`config.mk`:
```
export PLATFORM = sky130hd
export DESIGN_NAME = branch_ctrl_bht
export DESIGN_NICKNAME = d
export VERILOG_FILES = /design/src/rtl/branch_pkg.sv /design/src/rtl/branch_ctrl_bht_fifo.sv /design/src/rtl/branch_ctrl_bht.sv
export SDC_FILE = /design/constraint.sdc
export NUM_CORES = 1
export LEC_CHECK = 0
export CAP_MARGIN = 10
export CORE_UTILIZATION = 45
export CTS_CLUSTER_SIZE = 8
export DETAILED_ROUTE_END_ITERATION = 12
export PLACE_DENSITY_LB_ADDON = 0.3
export SYNTH_ARGS = -nofsm -noshare
export SYNTH_HDL_FRONTEND = slang
export SYNTH_HIERARCHICAL = 1
export SYNTH_SLANG_ARGS = --single-unit
export TNS_END_PERCENT = 10
```
`constraint.sdc`:
```
create_clock -name clk -period 8.5 [get_ports clk]
set_clock_uncertainty 0.15 [all_clocks]
set_input_delay 0.85 -clock clk [delete_from_list [all_inputs] [get_ports clk]]
set_output_delay 0.85 -clock clk [all_outputs]
set_load 0.03 [all_outputs]
```
`src/rtl/branch_pkg.sv`:
```
// ----------------------------------------------------------------------------
// branch_pkg
//   Shared types and constants for the conditional-branch controller:
//   - bht_ctr_e        : 2-bit saturating counter encoding
//   - COND_*           : branch_cond encodings evaluated against alu_out
//   - PC_INC           : fall-through PC increment
//   - inflight_entry_t : one unresolved prediction, sized for the widest
//                        supported configuration (WordSize <= WORD_MAX,
//                        $clog2(BhtEntries) <= IDX_MAX); unused upper bits
//                        are zero and are pruned in synthesis.
//   - ctr_update()     : saturating counter step
// ----------------------------------------------------------------------------
package branch_pkg;

    typedef enum logic [1:0] {
        STRONG_NT = 2'b00,
        WEAK_NT   = 2'b01,
        WEAK_T    = 2'b10,
        STRONG_T  = 2'b11
    } bht_ctr_e;

    localparam logic [1:0] COND_EQZ  = 2'b00;  // taken when alu_out == 0
    localparam logic [1:0] COND_NEZ  = 2'b01;  // taken when alu_out != 0
    localparam logic [1:0] COND_ODD  = 2'b10;  // taken when alu_out[0] == 1
    localparam logic [1:0] COND_EVEN = 2'b11;  // taken when alu_out[0] == 0

    localparam int unsigned PC_INC   = 4;
    localparam int unsigned WORD_MAX = 64;
    localparam int unsigned IDX_MAX  = 16;

    typedef struct packed {
        logic [WORD_MAX-1:0] pc;
        logic [WORD_MAX-1:0] target;
        logic                pred_taken;
        logic [IDX_MAX-1:0]  idx;
    } inflight_entry_t;

    // Saturating step: never wraps past STRONG_NT or STRONG_T.
    function automatic bht_ctr_e ctr_update(input bht_ctr_e ctr, input logic taken);
        if (taken) begin
            return (ctr == STRONG_T)  ? STRONG_T  : bht_ctr_e'(2'(ctr) + 2'd1);
        end
        return (ctr == STRONG_NT) ? STRONG_NT : bht_ctr_e'(2'(ctr) - 2'd1);
    endfunction

endpackage

```
`src/rtl/branch_ctrl_bht_fifo.sv`:
```
// ----------------------------------------------------------------------------
// branch_inflight_fifo
//   Ordered queue of unresolved predictions. Generic over the entry type.
//   Ports:
//     clk, rstn      : clock, asynchronous active-low reset
//     push/push_data : append at tail (ignored when full)
//     pop            : remove head (ignored when empty)
//     clear          : discard all entries; wins over push and pop
//     head           : oldest entry (undefined when empty)
//     full, empty    : occupancy flags
//     count          : occupancy, 0..Depth
//   Depth must be a power of two >= 2 so pointers wrap naturally.
// ----------------------------------------------------------------------------
module branch_inflight_fifo #(
    parameter type         entry_t = logic,
    parameter int unsigned Depth   = 4
) (
    input  logic                     clk,
    input  logic                     rstn,
    input  logic                     push,
    input  entry_t                   push_data,
    input  logic                     pop,
    input  logic                     clear,
    output entry_t                   head,
    output logic                     full,
    output logic                     empty,
    output logic [$clog2(Depth):0]   count
);

    localparam int unsigned PtrW = $clog2(Depth);
    localparam int unsigned CntW = PtrW + 1;

    entry_t          mem [Depth];
    logic [PtrW-1:0] wr_ptr;
    logic [PtrW-1:0] rd_ptr;
    logic            do_push;
    logic            do_pop;

    assign full    = (count == CntW'(Depth));
    assign empty   = (count == '0);
    assign do_push = push && !full;
    assign do_pop  = pop && !empty;
    assign head    = mem[rd_ptr];

    // NOTE: sequential state is assigned with <= so every register samples
    // pre-edge values regardless of statement order.
    always_ff @(posedge clk or negedge rstn) begin
        if (!rstn) begin
            wr_ptr <= '0;
            rd_ptr <= '0;
            count  <= '0;
        end else if (clear) begin
            wr_ptr <= '0;
            rd_ptr <= '0;
            count  <= '0;
        end else begin
            if (do_push) wr_ptr <= wr_ptr + PtrW'(1);
            if (do_pop)  rd_ptr <= rd_ptr + PtrW'(1);
            case ({do_push, do_pop})
                2'b10:   count <= count + CntW'(1);
                2'b01:   count <= count - CntW'(1);
                default: count <= count;
            endcase
        end
    end

    // NOTE: storage is deliberately left without reset; only the pointers
    // and count decide which slots hold live data.
    always_ff @(posedge clk) begin
        if (do_push && !clear) mem[wr_ptr] <= push_data;
    end

endmodule

```
`src/rtl/branch_ctrl_bht.sv`:
```
// ----------------------------------------------------------------------------
// branch_ctrl_bht
//   Conditional-branch controller with a table of 2-bit saturating counters.
//   Predicts at fetch, queues in-flight predictions, resolves the oldest one
//   at execute and raises a one-cycle flush with the corrected next PC on a
//   mispredict.
//   Ports:
//     clk, rstn                      : clock, asynchronous active-low reset
//     pred_valid/pred_pc/pred_target : branch presented by fetch
//     pred_ready                     : queue not full (accept = valid && ready)
//     pred_taken                     : combinational prediction (counter MSB)
//     res_valid/branch_cond/alu_out  : resolution of the oldest branch
//     flush, npc_corr                : registered mispredict pulse + new PC
//     res_err                        : registered pulse, resolve on empty queue
//     inflight_cnt                   : queue occupancy
//   Optional: define BRANCH_GSHARE_EN to XOR a global taken-history register
//   into the table index.
//   Limits: WordSize <= 64, BhtEntries <= 65536 (entry struct width).
// ----------------------------------------------------------------------------
module branch_ctrl_bht
    import branch_pkg::*;
#(
    parameter int unsigned WordSize      = 32,
    parameter int unsigned BhtEntries    = 64,
    parameter int unsigned InflightDepth = 4
) (
    input  logic                             clk,
    input  logic                             rstn,
    input  logic                             pred_valid,
    input  logic [WordSize-1:0]              pred_pc,
    input  logic [WordSize-1:0]              pred_target,
    output logic                             pred_ready,
    output logic                             pred_taken,
    input  logic                             res_valid,
    input  logic [1:0]                       branch_cond,
    input  logic [WordSize-1:0]              alu_out,
    output logic                             flush,
    output logic [WordSize-1:0]              npc_corr,
    output logic                             res_err,
    output logic [$clog2(InflightDepth):0]   inflight_cnt
);

    localparam int unsigned IdxW = $clog2(BhtEntries);

    bht_ctr_e            bht [BhtEntries];
    logic [IdxW-1:0]     pc_idx;
    logic [IdxW-1:0]     pred_idx;
    logic                pred_accept;
    inflight_entry_t     push_entry;
    inflight_entry_t     head;
    logic                q_full;
    logic                q_empty;
    logic [IdxW-1:0]     head_idx;
    logic [WordSize-1:0] head_pc;
    logic [WordSize-1:0] head_target;
    logic                act_taken;
    logic                resolve_hit;
    logic                mispredict;
    logic [WordSize-1:0] npc_next;
    logic                unused_head;

    // PC bits [1:0] are always zero for aligned branches and are skipped.
    assign pc_idx = pred_pc[IdxW+1:2];

`ifdef BRANCH_GSHARE_EN
    logic [IdxW-1:0] ghr;

    assign pred_idx = pc_idx ^ ghr;

    // A mispredict restarts history from the one outcome that is known good.
    always_ff @(posedge clk or negedge rstn) begin
        if (!rstn)            ghr <= '0;
        else if (mispredict)  ghr <= IdxW'(act_taken);
        else if (resolve_hit) ghr <= (ghr << 1) | IdxW'(act_taken);
    end
`else
    assign pred_idx = pc_idx;
`endif

    // Reads the table as it stands before this edge's update (no bypass).
    assign pred_taken  = (bht[pred_idx] == WEAK_T) || (bht[pred_idx] == STRONG_T);
    assign pred_ready  = !q_full;
    assign pred_accept = pred_valid && pred_ready;

    assign head_idx    = head.idx[IdxW-1:0];
    assign head_pc     = head.pc[WordSize-1:0];
    assign head_target = head.target[WordSize-1:0];
    assign unused_head = ^head;

    // NOTE: every variable driven here gets a default first, so no path
    // leaves it unassigned and no latch is inferred.
    always_comb begin
        push_entry            = '0;
        push_entry.pc         = WORD_MAX'(pred_pc);
        push_entry.target     = WORD_MAX'(pred_target);
        push_entry.pred_taken = pred_taken;
        push_entry.idx        = IDX_MAX'(pred_idx);

        act_taken = 1'b0;
        case (branch_cond)
            COND_EQZ:  act_taken = (alu_out == '0);
            COND_NEZ:  act_taken = (alu_out != '0);
            COND_ODD:  act_taken = alu_out[0];
            COND_EVEN: act_taken = !alu_out[0];
            default:   act_taken = 1'b0;
        endcase
    end

    assign resolve_hit = res_valid && !q_empty;
    assign mispredict  = resolve_hit && (act_taken != head.pred_taken);
    assign npc_next    = act_taken ? head_target : head_pc + WordSize'(PC_INC);

    // A mispredict squashes every younger entry, including one arriving now.
    branch_inflight_fifo #(
        .entry_t (inflight_entry_t),
        .Depth   (InflightDepth)
    ) u_fifo (
        .clk       (clk),
        .rstn      (rstn),
        .push      (pred_accept && !mispredict),
        .push_data (push_entry),
        .pop       (resolve_hit && !mispredict),
        .clear     (mispredict),
        .head      (head),
        .full      (q_full),
        .empty     (q_empty),
        .count     (inflight_cnt)
    );

    always_ff @(posedge clk or negedge rstn) begin
        if (!rstn) begin
            for (int i = 0; i < int'(BhtEntries); i++) bht[i] <= WEAK_NT;
        end else if (resolve_hit) begin
            bht[head_idx] <= ctr_update(bht[head_idx], act_taken);
        end
    end

    always_ff @(posedge clk or negedge rstn) begin
        if (!rstn) begin
            flush    <= 1'b0;
            npc_corr <= '0;
            res_err  <= 1'b0;
        end else begin
            flush   <= mispredict;
            res_err <= res_valid && q_empty;
            if (mispredict) npc_corr <= npc_next;
        end
    end

endmodule

```
==> results of run 1 <==
[state kept, by name (all words and copies together), names as in the netlist]
| name | cells |
|---|---|
| u_fifo/mem | 284 |
| flush | 1 |
| u_fifo/wr_ptr | 2 |
| res_err | 1 |
| bht | 128 |
| u_fifo/count | 3 |
| u_fifo/rd_ptr | 2 |
| npc_corr | 32 |
[cell type report]
type,count,share of cell area
well taps,592,0.0311
repair buffers,156,0.0639
multi-input cells,841,0.280
clock inverters,8,0.00510
flip-flops and latches,453,0.539
diodes,2,0.000210
inverters,16,0.00252
clock buffers,113,0.0781
[routing by layer]
| metal | GRT usage | routed length, um |
|---|---|---|
| met5 | 0 | 27 |
| met4 | 0.0926 | 1580 |
| met3 | 0.0417 | 3380 |
| met2 | 0.356 | 23800 |
| met1 | 0.287 | 19800 |
[per-stage QoR]
step	instances	util
6_report	2181	0.538
5_1_grt	2179	0.538
4_1_cts	2179	0.538
3_5_place_dp	2058	0.494
3_3_place_gp	2058	0.494
2_1_floorplan	1399	-
[worst max-delay path, cell delays in order (launching register included)]
cell	delay [ps]
dfrtp_4	940
mux4_2	790
clkinv_1	880
xnor2_1	410
nand2_1	310
and3_1	470
inv_1	140
nor3_1	410
and2_4	820
buf_4	430
[power by group through the flow]
stage	registers, mW	clock network, mW	logic (mW)
floorplan	3.35	0	2.46
global placement	3.36	0	3.06
detailed placement	3.39	0	3.10
CTS	3.35	2.51	3.11
global route	3.41	2.60	3.33
finish	3.35	2.46	3.10
[worst min-delay path by stage]
| stage | start | end | slack (ps) | depth (start not counted) |
|---|---|---|---|---|
| finish | rstn | bht[127] | 220 | 1 |
| global route | rstn | u_fifo/count[2] | 310 | 1 |
| CTS | rstn | u_fifo/count[1] | 250 | 1 |
| detailed placement | bht[80] | bht[80] | 340 | 2 |
| global placement | bht[28] | bht[28] | 340 | 2 |
| floorplan | bht[102] | bht[102] | 330 | 2 |
==> impl_metrics.tcl, run 1 <==
set metrics [dict create \
    syn_area_per_cell_sq_um 14.4 \
    final_common_cell "edfxtp_1" \
    ant_nets 0 \
    gp_congestion 0.855 \
    total_power_mw 8.91 \
    post_drt_wl_per_cell_um 22.3 \
    viasPerCell 5.77 \
    critPathKind "reg2reg" \
    startpoint "u_fifo/rd_ptr[0]" \
    whs_ps 222 \
    rows 77 \
    r2r_slack_ps 2320 \
    powerDensity_mw_per_mm2 374 \
    syn-instance-count 1399 \
    grt_max_degree 98 \
    cts_max_path_buffers 3 \
    num_vias 12590 \
    ir_drop_mv 0.273 \
    htree_levels 3 \
    r2r-end "u_fifo/mem[3][91]" \
    cts_root_buffer "clkbuf_16" \
    final_cell_mix "284 x edfxtp_1, 241 x nor2_1, 139 x clkdlybuf4s50_1" \
    cts_made_buffers 67 \
    yosys_warnings 6 \
    final-setup-viol-count 0 \
    fin_tns_setup_ps 0 \
    start_util 0.456 \
    start_kind "register" \
    place_ws_ps 2250 \
    cp-endpoint "u_fifo/mem[3][91]" \
    die_area_sq_mm 0.0456 \
    die_h_um 214 \
    clkPwrFrac 0.276 \
    syn_area_sq_mm 0.0201 \
    hold_viol_final 0 \
    num_io_pins 141 \
    drt-initial-drc-count 969 \
    grt_overflow 0 \
    p_sw_mw 3.25 \
    cp_max_fo 54 \
    portBuffers 140 \
    finalCritPeriodShare 0.727 \
    nFillCells 3564 \
    status "finished, final reports clean" \
    seq_area_sq_mm 0.0128 \
    tightest_slew_ps 1270 \
    insertion_delay_ps 590 \
    hold_path.class "in2async" \
    seqPwrFrac 0.376 \
    multi_input_area_sq_mm 0.00666 \
    grt_pass1_vias 12713 \
    antenna_found_initial 3 \
    rr_worst_depth 9 \
    fmax_ghz 0.162 \
    p_int_mw 5.66 \
    layout-drive-gt1-share 0.201 \
    clkTransAtPathRegs_ps 50 \
    post_cts_buffers 0 \
    crit_required_ps 8610 \
    die_w_um 214 \
    finalCriticalPeriod_ps 6180 \
    syn_nets 1507 \
    finalInstanceArea_sq_mm 0.0238 \
    slew_headroom 0.150 \
    tritoncts "done" \
    dr.pass1.iters 5 \
    p_comb_frac 0.348 \
    hpwl_mm 30.2 \
    slew_violations 0 \
    core_area_sq_mm 0.0442 \
    drcViolationCount 0 \
    p_leak_nw 8.18 \
    numClockSinks 453 \
    grt_pass1_wl_mm 74.3 \
    rsz0062_at_grt "false" \
    cts_resized 0 \
    postCtsHoldBufs 0 \
    drt-total-wl_mm 48.6 \
    layout.nets 1643 \
    fin_ws_ps 2320 \
    area_growth_pct 18.2 \
    rr_startpoint "u_fifo/rd_ptr[0]" \
    grtUsageTotal 0.218 \
    swShare 0.365 \
    critPathCaptureType "register" \
    crit_arrival_ps 6280 \
    cap_violations 0 \
    postPlaceCellArea_sq_mm 0.0218 \
]
No activity file was read; power rests on OpenSTA's default activity.
==> inputs of run 2 (changes only) <==
- clock period: 8.5 -> 5 ns (I/O delays scaled with it)
==> run 2 against run 1 <==
  * Via count up 2.2%
  * Count of clock-buffer cells in the layout down 1
  * Largest power group unchanged
  * Clock power up 66%
  * Critical endpoint is now pred_taken
==> impl_metrics.tcl, run 2 (synthesis results as in run 1) <==
set metrics [dict create \
    min_path_cells 2 \
    drt-total-wl_mm 50.8 \
    cts_resized 0 \
    p_leak_nw 8.30 \
    die_h_um 214 \
    insertion_delay_ps 580 \
    post_drt_wl_per_cell_um 23.0 \
    rows 77 \
    final-setup-viol-count 0 \
    drcViolationCount 0 \
    final_cells 2203 \
    cp_max_fo 24 \
    grtUsageTotal 0.230 \
    finalCritPeriodShare 0.874 \
    top_register "u_fifo/mem" \
    start_util 0.456 \
    crit_arrival_ps 3720 \
    tritoncts "done" \
    final_cell_mix "284 x edfxtp_1, 241 x nor2_1, 139 x clkdlybuf4s50_1" \
    hold_viol_final 0 \
    gp_congestion 0.838 \
    die_area_sq_mm 0.0456 \
    hold_path.class "reg2reg" \
    powerDensity_mw_per_mm2 636 \
    dp_cells 2082 \
    viasPerCell 5.84 \
    core_area_sq_mm 0.0442 \
    num_io_pins 141 \
    drt-initial-drc-count 1222 \
    tightest_slew_ps 907 \
    nFillCells 3588 \
    grt_max_degree 89 \
    rr_worst_depth 11 \
    cts_max_path_buffers 3 \
    post_cts_buffers 0 \
    numClockSinks 453 \
    clkTransAtPathRegs_ps 50 \
    layout.nets 1667 \
    grt_overflow 0 \
    final_common_cell "edfxtp_1" \
    status "finished, final reports clean" \
    die_w_um 214 \
    ant_nets 0 \
    critPathCaptureType "output pin" \
    ir_drop_mv 0.541 \
    portBuffers 140 \
    num_vias 12863 \
    cts_root_buffer "clkbuf_16" \
    slew_headroom 0.395 \
    cap_violations 0 \
    slew_violations 0 \
    area_growth_pct 19.2 \
    htree_levels 3 \
    antenna_found_initial 4 \
    reg_top3 "u_fifo/mem: 284 flops, bht: 128 flops, npc_corr: 32 flops" \
    grt_pass1_vias 13176 \
    crit_required_ps 4350 \
    dr.pass1.iters 5 \
    largest_register_ffs 284 \
    grt_pass1_wl_mm 77.5 \
    place_ws_ps 275 \
    finalCriticalPeriod_ps 4370 \
    rsz0062_at_grt "false" \
    critPathKind "in2out" \
    fin_ws_ps 631 \
    fmax_ghz 0.229 \
    cts_made_buffers 66 \
    start_kind "input pin" \
    layout-drive-gt1-share 0.211 \
    hpwl_mm 32.3 \
]
run 2: worst max-delay path, cell delays in order:
cell and delay (ps):
clkdlybuf4s50_1 450, buf_4 370, mux4_2 610, mux4_2 540
mux4_2 550, clkdlybuf4s50_1 670
run 2: path summary, 6_finish.rpt:
check	endpoint	slack (ps)	start
max in group asynchronous	bht[31]	3130	rstn
hold reg to reg	bht[26]	350	bht[26]
setup reg to reg	u_fifo/mem[1][23]	730	u_fifo/rd_ptr[1]
min in group asynchronous	res_err	410	rstn
hold / removal	bht[26]	350	bht[26]
setup / recovery	pred_taken	630	pred_pc[2]
run 2: final cells by class:
cell class,instances,area [sq um],share of cell area
antenna,2,5.00,0.000208
clock buffer,112,1820,0.0760
clock inverter,6,82.6,0.00344
inverter,16,60.1,0.00250
multi-input combinational,841,6660,0.277
sequential,453,12800,0.535
tap,592,741,0.0308
timing repair buffer,181,1800,0.0750
run 2: routing by layer:
layer | share of wire | track usage | up-vias
li1 | - | - | 5712
met1 | 0.42 | 0.311 | 6551
met2 | 0.48 | 0.362 | 481
met3 | 0.069 | 0.0554 | 115
met4 | 0.030 | 0.0830 | 4
met5 | 0.00053 | 0 | -
run 2: through the flow:
step / setup TNS, ps / area [sq um] / total power [mW] / util / hold slack (ps)
6_report: 0 / 24000 / 15.3 / 0.543 / 349
3_3_place_gp: 0 / 22100 / 11.1 / 0.500 / 338
3_5_place_dp: 0 / 22100 / 11.2 / 0.500 / 341
5_1_grt: 0 / 24000 / 16.0 / 0.543 / 366
2_1_floorplan: -9660 / 20100 / 9.87 / - / 54.4
4_1_cts: 0 / 24000 / 15.3 / 0.543 / 351
run 2: report_power, final:
part,internal [mW],total (mW),switching (mW)
logic,2.18,5.60,3.42
registers,5.07,5.61,0.537
clock network,2.48,4.08,1.59
total,9.74,15.3,5.55
run 2: timing repair:
action | in CTS | in global routing
hold buffers | 1 | 0
setup endpoints to repair | 0 | 0
hold endpoints to repair | 62 | 0
==> inputs of run 3 (changes only) <==
- CTS_CLUSTER_DIAMETER: not set -> 150
==> results of run 3 <==
Same layout as run 2: the final DEF is identical, and so are final timing and power.
